--- config.mk ---
export PLATFORM = sky130hd
export DESIGN_NAME = pipelined_alu
export DESIGN_NICKNAME = d
export VERILOG_FILES = /design/src/rtl/alu_pkg.sv /design/src/rtl/alu_core.sv /design/src/rtl/pipelined_alu.sv
export SDC_FILE = /design/constraint.sdc
export NUM_CORES = 1
export LEC_CHECK = 0
export CORE_UTILIZATION = 63
export DETAILED_ROUTE_END_ITERATION = 12
export PLACE_DENSITY_LB_ADDON = 0.08
export SLEW_MARGIN = 30
export SYNTH_ARGS = -nofsm -noshare
export SYNTH_HDL_FRONTEND = slang
export SYNTH_SLANG_ARGS = --single-unit
--- constraint.sdc ---
create_clock -name clk -period 12.95 [get_ports clk]
set_input_delay 1.295 -clock clk [delete_from_list [all_inputs] [get_ports clk]]
set_output_delay 1.295 -clock clk [all_outputs]
set_load 0.005 [all_outputs]
--- src/rtl/alu_pkg.sv ---
`default_nettype none
// ============================================================================
// Module      : alu_pkg
// Description : Opcode and status-flag definitions shared by the ALU datapath.
// Revision    : 1.0 - initial release
// ============================================================================
package alu_pkg;

  localparam logic [2:0] OP_CLR = 3'd0;
  localparam logic [2:0] OP_ADD = 3'd1;
  localparam logic [2:0] OP_SUB = 3'd2;
  localparam logic [2:0] OP_NOT = 3'd3;
  localparam logic [2:0] OP_AND = 3'd4;
  localparam logic [2:0] OP_OR  = 3'd5;
  localparam logic [2:0] OP_XOR = 3'd6;
  localparam logic [2:0] OP_SHL = 3'd7;

  localparam int FLAG_C = 0;
  localparam int FLAG_Z = 1;
  localparam int FLAG_N = 2;
  localparam int FLAG_V = 3;

endpackage
`default_nettype wire

--- src/rtl/alu_core.sv ---
`default_nettype none
// ============================================================================
// Module      : alu_core
// Description : Combinational eight-operation ALU producing result and {V,N,Z,C}.
// Revision    : 1.0 - initial release
// ============================================================================
module alu_core
  import alu_pkg::*;
#(
  parameter int WIDTH = 32,
  parameter int SHW   = $clog2(WIDTH)
) (
  input  logic [WIDTH-1:0] a,
  input  logic [WIDTH-1:0] b,
  input  logic             ci,
  input  logic [2:0]       op,
  output logic [WIDTH-1:0] result,
  output logic [3:0]       flags
);

  logic [WIDTH-1:0] w_b_eff;
  logic [WIDTH:0]   w_sum;
  logic [WIDTH:0]   w_shl;
  logic             w_carry;
  logic             w_ovf;

  always_comb begin
    w_b_eff = (op == OP_SUB) ? ~b : b;
    w_sum   = {1'b0, a} + {1'b0, w_b_eff} + {{WIDTH{1'b0}}, ci};
    // The extra top bit catches the last bit shifted out; zero for shift 0.
    w_shl   = {1'b0, a} << b[SHW-1:0];
    result  = '0;
    w_carry = 1'b0;
    w_ovf   = 1'b0;
    case (op)
      OP_ADD, OP_SUB: begin
        result  = w_sum[WIDTH-1:0];
        w_carry = w_sum[WIDTH];
        w_ovf   = (a[WIDTH-1] == w_b_eff[WIDTH-1]) && (w_sum[WIDTH-1] != a[WIDTH-1]);
      end
      OP_NOT: result = ~a;
      OP_AND: result = a & b;
      OP_OR:  result = a | b;
      OP_XOR: result = a ^ b;
      OP_SHL: begin
        result  = w_shl[WIDTH-1:0];
        w_carry = w_shl[WIDTH];
      end
      default: result = '0;
    endcase
    flags         = 4'b0000;
    flags[FLAG_C] = w_carry;
    flags[FLAG_Z] = (result == '0);
    flags[FLAG_N] = result[WIDTH-1];
    flags[FLAG_V] = w_ovf;
  end

endmodule
`default_nettype wire

--- src/rtl/pipelined_alu.sv ---
`default_nettype none
// ============================================================================
// Module      : pipelined_alu
// Description : Two-stage valid/ready accumulator ALU with carry chaining.
// Revision    : 1.0 - initial release
// ============================================================================
module pipelined_alu
  import alu_pkg::*;
#(
  parameter int WIDTH = 32,
  parameter int SHW   = $clog2(WIDTH)
) (
  input  logic             clk,
  input  logic             rst,
  input  logic             in_valid,
  output logic             in_ready,
  input  logic [WIDTH-1:0] acc,
  input  logic [WIDTH-1:0] din,
  input  logic             cin,
  input  logic             cin_sel,
  input  logic [2:0]       alu_select,
  output logic             out_valid,
  input  logic             out_ready,
  output logic [WIDTH-1:0] alu_out,
  output logic [3:0]       flags
);

  logic             r_s1_valid;
  logic [WIDTH-1:0] r_s1_a;
  logic [WIDTH-1:0] r_s1_b;
  logic             r_s1_cin;
  logic             r_s1_cin_sel;
  logic [2:0]       r_s1_op;

  logic             r_out_valid;
  logic [WIDTH-1:0] r_alu_out;
  logic [3:0]       r_flags;
  logic             r_c_q;

  logic             w_s1_adv;
  logic             w_in_fire;
  logic             w_ci;
  logic [WIDTH-1:0] w_res;
  logic [3:0]       w_flags;

  assign w_s1_adv  = r_s1_valid & (~r_out_valid | out_ready);
  assign in_ready  = rst & (~r_s1_valid | w_s1_adv);
  assign w_in_fire = in_valid & in_ready;
  // c_q always belongs to the previous beat because results load strictly in order.
  assign w_ci      = r_s1_cin_sel ? r_c_q : r_s1_cin;

  alu_core #(
    .WIDTH (WIDTH),
    .SHW   (SHW)
  ) u_alu_core (
    .a      (r_s1_a),
    .b      (r_s1_b),
    .ci     (w_ci),
    .op     (r_s1_op),
    .result (w_res),
    .flags  (w_flags)
  );

  always_ff @(posedge clk) begin
    if (!rst) begin
      r_s1_valid   <= 1'b0;
      r_s1_a       <= '0;
      r_s1_b       <= '0;
      r_s1_cin     <= 1'b0;
      r_s1_cin_sel <= 1'b0;
      r_s1_op      <= OP_CLR;
      r_out_valid  <= 1'b0;
      r_alu_out    <= '0;
      r_flags      <= 4'b0000;
      r_c_q        <= 1'b0;
    end else begin
      if (w_in_fire) begin
        r_s1_valid   <= 1'b1;
        r_s1_a       <= acc;
        r_s1_b       <= din;
        r_s1_cin     <= cin;
        r_s1_cin_sel <= cin_sel;
        r_s1_op      <= alu_select;
      end else if (w_s1_adv) begin
        r_s1_valid <= 1'b0;
      end

      if (w_s1_adv) begin
        r_out_valid <= 1'b1;
        r_alu_out   <= w_res;
        r_flags     <= w_flags;
        r_c_q       <= w_flags[FLAG_C];
      end else if (out_ready) begin
        r_out_valid <= 1'b0;
      end
    end
  end

  assign out_valid = r_out_valid;
  assign alu_out   = r_alu_out;
  assign flags     = r_flags;

endmodule
`default_nettype wire

# After elaboration in Yosys (flattened, before gate mapping)
# Cells that the tools add are included.
# classes
add_sub_neg	2
reduce_logical	5
bitwise	12
n_shift	1
muxes	9
n_eq_ne	9
# ops
operator	count
$pmux W32 S6	1
$not A32 Y32	2
$add A32 B32 Y33	1
$add A33 B1 Y33	1
$shl A32 B5 Y33	1
$and A32 B32 Y32	1
$logic_not A32 Y1	1
$mux W32	1
$or A32 B32 Y32	1
$xor A32 B32 Y32	1
$eq A3 B3 Y1 const B	4
$eq A3 B2 Y1 const B	2
$mux W1	6
$reduce_bool A2 Y1	2
$and A1 B1 Y1	3
$eq A3 B1 Y1 const B	1
$not A1 Y1	2
$or A1 B1 Y1	2
$pmux W1 S2	1
$reduce_or A2 Y1	1
$eq A1 B1 Y1	1
$logic_and A1 B1 Y1	1
$ne A1 B1 Y1	1
# word_totals
register_bits	108
word_cells	48

# Depth between registers and ports, before layout
# depth
depth_word	7
mapped_depth	19
mapped_depth_nobuf	15

# Hierarchy
# From an unflattened synthesis, not the netlist that was laid out.
# unflattened
hier_cells	1396
area_unflattened_um2	10881.7
# modules_own_cells
module	area_each_um2	instances	cells_each
alu_core	6626.4	1	928
pipelined_alu	4255.3	1	468

# Least setup slack after synthesis
# OpenSTA, ideal clock, no wires.
# synth_path
path_kind	flip-flop to flip-flop
from	register r_s1_op[1]
to	register r_flags[1] (netlist: flags[1])
t_arrival_ns	4.245
path_slack_ns	8.621
path_stages_with_launch	20
setup_time_ns	0.084
cell_sequence	dfxtp_1 -> buf_2 -> buf_2 -> nor2b_1 -> and2_1 -> clkbuf_1 -> buf_1 -> xnor2_1 -> fa_1 -> inv_1 -> fa_1 -> nor2b_1 -> o31a_1 -> o21ai_1 -> o221ai_1 -> xor2_1 -> a221oi_1 -> and4b_1 -> nand4_1 -> o31ai_2
# synth_via
elab_chain_cells	6
word_cells_on_any_way	13
cone_classes	add/sub (2); eq/ne (7); mux (2); reduce/logical (2)
# synth_lines
element	line	rtl
start, declared	pipelined_alu.sv:33	logic [2:0] r_s1_op;
start signal, assigned	pipelined_alu.sv:83	r_s1_op <= alu_select;
$eq A3 B2 Y1	alu_core.sv:28, alu_core.sv:35	
$mux W32	alu_core.sv:28	w_b_eff = (op == OP_SUB) ? ~b : b;
$add A32 B32 Y33	alu_core.sv:29	w_sum = {1'b0, a} + {1'b0, w_b_eff} + {{WIDTH{1'b0}}, ci};
$add A33 B1 Y33	alu_core.sv:29	
$pmux W32 S6 (*)	alu_core.sv:35	case (op)
$logic_not A32 Y1 (*)	alu_core.sv:53	flags[FLAG_Z] = (result == '0);
end signal, assigned	pipelined_alu.sv:91	r_flags <= w_flags;
end, declared	pipelined_alu.sv:37	logic [3:0] r_flags;
# Every way passes the cells marked *; elsewhere a longest branch is shown, timed or not.
# A chain may end at the register's enable or synchronous reset.

# Worst setup path in the final report
# Same ends and word-level chain as after synthesis.

==> results.ini <==
[final_layout]
drive_gt1_frac = 0.07560
n_antenna_cell = 0
seqCellArea_um2 = 2130
final_nets = 1503
multi_input_area_um2 = 7561
fill_cells = 1254
instances_no_fill = 1552
area_growth_pct = 12.12

[grt]
grt_pass1_vias = 9954
grt_pass1_wl_mm = 55.81
grt_overflow = 0
antenna_found_initial = 0
track_usage = 0.4378
grt_max_degree = 84

[worst_setup_path]
cpPeakStageDelay_ns = 0.80
path_max_fanout = 32
critPathTopFamily = simple AND/OR/NAND/NOR gates
cp_cell_sequence = nor2b_1, and2_4, xnor2_1, fa_1, inv_1, fa_1, nor2b_1, o31a_1, a211oi_1, nand3b_1, nor4b_1, nand4b_1, nor4_1, nand4_1, o31ai_2
cp_slowest_cell = dfxtp_2
timing_worst_setup_path_type = flop to flop
required_ns = 13.24
arrival_ns = 5.41
crit_path_end_kind = flop
critPathLaunchType = flop
critPathBufInv = 1

[logic_synthesis]
synth-edff-count = 0
synth_cell_types = 82
synth_most_common_cell = nand2_1
yosys_warnings = 0
postSynthCellCount = 1303
synth_common_cells = nand2_1 (155), dfxtp_1 (106), ha_1 (96)
syn_avg_cell_area_um2 = 8.021
synth_top_area_frac = 0.2030
synth_seq_cells = 106
ys_async_sr_fraction = 0
netlist_area_um2 = 10450
synth_area_leader_cell = dfxtp_1
synthTopCellsByArea = dfxtp_1 (20%), ha_1 (11%), mux4_2 (6.0%)
synth_ff_type = dfxtp_1
synth_nets = 1474
yosysSeqAreaShare = 0.2030

[flow_run]
maxCapViolCount = 0

[detailed_routing]
wirelength_mm = 36.69
vias = 10830
post_drt_wl_per_cell_um = 23.64
drc = 0
antenna_left = 0
via_per_inst = 6.981
dr.pass1.iters = 7
drtIter0Drc = 1398

[power]
cellPowerDensity_nw_per_um2 = 95.40
leakage_nw = 4.529
ir_worst_vdd_uv = 92.15

[cts]
clockBufferDepth = 2
cts_resized = 0
root_buffer = clkbuf_16
cts_tree = yes
htreeDepth = 3
cts_buffers = 9
hold_buffers = 0
clock-sinks = 106
path_clk_slew_ns = 0.08
clkLatencyLatePin_ns = 0.37
cts_setup_buffers = 0

[timing]
tns_ns = 0
worst_pin_slew_ns = 0.9981
finClkSkew_ns = 0.01195
setup_violations = 0
slew_headroom = 0.3346
rsz0062_at_grt = no
min_period_ns = 5.124
maxSlewViolCount = 0
fmax_mhz = 195.2
hold_violations = 0
period_share = 0.3957

[placement]
place_hpwl_mm = 27.25
placed_cells = 1537
numPortBuffers = 110
gp_congestion = 1.105

[die]
rows = 46
start_util = 0.6508
dieWidth_um = 130.8
core_um2 = 16060
die_area_um2 = 17110
io_pins = 111
die_h_um = 130.8

[min_path]
worstHoldPathType = flop to flop

[status]
outcome = completed

-- sequential cells by signal (all words and copies together), names as in the netlist --
signal        cells
r_s1_op           3
r_s1_b           32
flags             4
alu_out          31
r_s1_a           32
out_valid         1
r_s1_cin_sel      1
r_s1_valid        1
r_s1_cin          1
-- cells in the final DEF, fill, tap and decap left out, types with 7 or more instances in the layout --
master	n
nand3_1	33
nor2_1	92
o31ai_1	67
mux4_2	28
clkbuf_16	9
a22oi_1	10
xnor2_1	36
inv_1	73
o21a_1	10
nand2b_1	7
clkdlybuf4s50_1	110
mux2i_1	58
a21o_1	12
or3_1	8
o22ai_1	33
o221ai_1	13
o21ai_0	47
nor2b_1	9
buf_4	13
nand2_1	155
nand4_1	17
a221oi_1	11
mux2_2	20
nor3_1	29
a21oi_1	58
a31oi_1	7
o211ai_1	18
xor2_1	8
a211oi_1	27
dfxtp_1	102
ha_1	96
-- cells by family (layout without fill, tap and decap cells) --
kind of cell / after synthesis / count (layout) / share of synthesized area
flops: 106 / 106 / 0.2030
compound gates: 365 / 365 / 0.2449
xor+xnor: 44 / 44 / 0.03687
buf+inv: 180 / 213 / 0.07494
fa+ha+maj: 98 / 98 / 0.1188
mux: 108 / 108 / 0.1410
simple gates: 402 / 402 / 0.1804
-- cell type report --
| cell class | instances | area share |
|---|---|---|
| Clock buffer | 9 | 0.01922 |
| Clock inverter | 6 | 0.004378 |
| Inverter | 75 | 0.02403 |
| Multi-Input combinational cell | 1017 | 0.6453 |
| Sequential cell | 106 | 0.1817 |
| Tap cell | 216 | 0.02306 |
| Timing Repair Buffer | 123 | 0.1023 |
-- power by group --
part	internal [W]	total [W]	switching, W
sequential	0.000350	0.000390	0.0000400
clock	0.000133	0.000275	0.000143
combinational	0.000184	0.000453	0.000268
total	0.000667	0.00112	0.000451
-- per-stage QoR --
| step | worst slack [ns] | instance area (um2) | utilization | total power (W) | hold WS (ns) |
|---|---|---|---|---|---|
| floorplan | 8.621 | 10450 | - | 0.0006909 | 0.4315 |
| global placement | 7.876 | 11440 | 0.7122 | 0.0008232 | 0.4405 |
| detailed placement | 7.716 | 11440 | 0.7122 | 0.0008316 | 0.4494 |
| CTS | 7.697 | 11710 | 0.7295 | 0.001101 | 0.4581 |
| global route | 7.569 | 11720 | 0.7297 | 0.001164 | 0.4760 |
| finish | 7.826 | 11720 | 0.7297 | 0.001118 | 0.4545 |
-- worst paths after layout --
kind / start / to / slack (ns) / cells after the start
worst min register to register: alu_out[23]$_SDFFE_PN0P_ / alu_out[23]$_SDFFE_PN0P_ / 0.45 / 2
worst max-delay path: r_s1_op[1]$_SDFFE_PN0P_ / flags[1]$_SDFFE_PN0P_ / 7.83 / 15
worst min-delay path: alu_out[23]$_SDFFE_PN0P_ / alu_out[23]$_SDFFE_PN0P_ / 0.45 / 2
worst max register to register: r_s1_op[1]$_SDFFE_PN0P_ / flags[1]$_SDFFE_PN0P_ / 7.83 / 15
-- metal layers --
layer | routed length (um) | global-route usage | up-vias
met5 | 0 | 0 | -
met2 | 16290 | 0.6969 | 729
met4 | 2730 | 0.2989 | 0
li1 | - | - | 4882
met3 | 3825 | 0.09406 | 179
met1 | 13840 | 0.5307 | 5044
-- worst min-delay path: stages, from the launching register on --
cell and delay (ns):
dfxtp_1 0.31, nand2_1 0.05, a21oi_1 0.05
(Power assumes the default switching activity.)
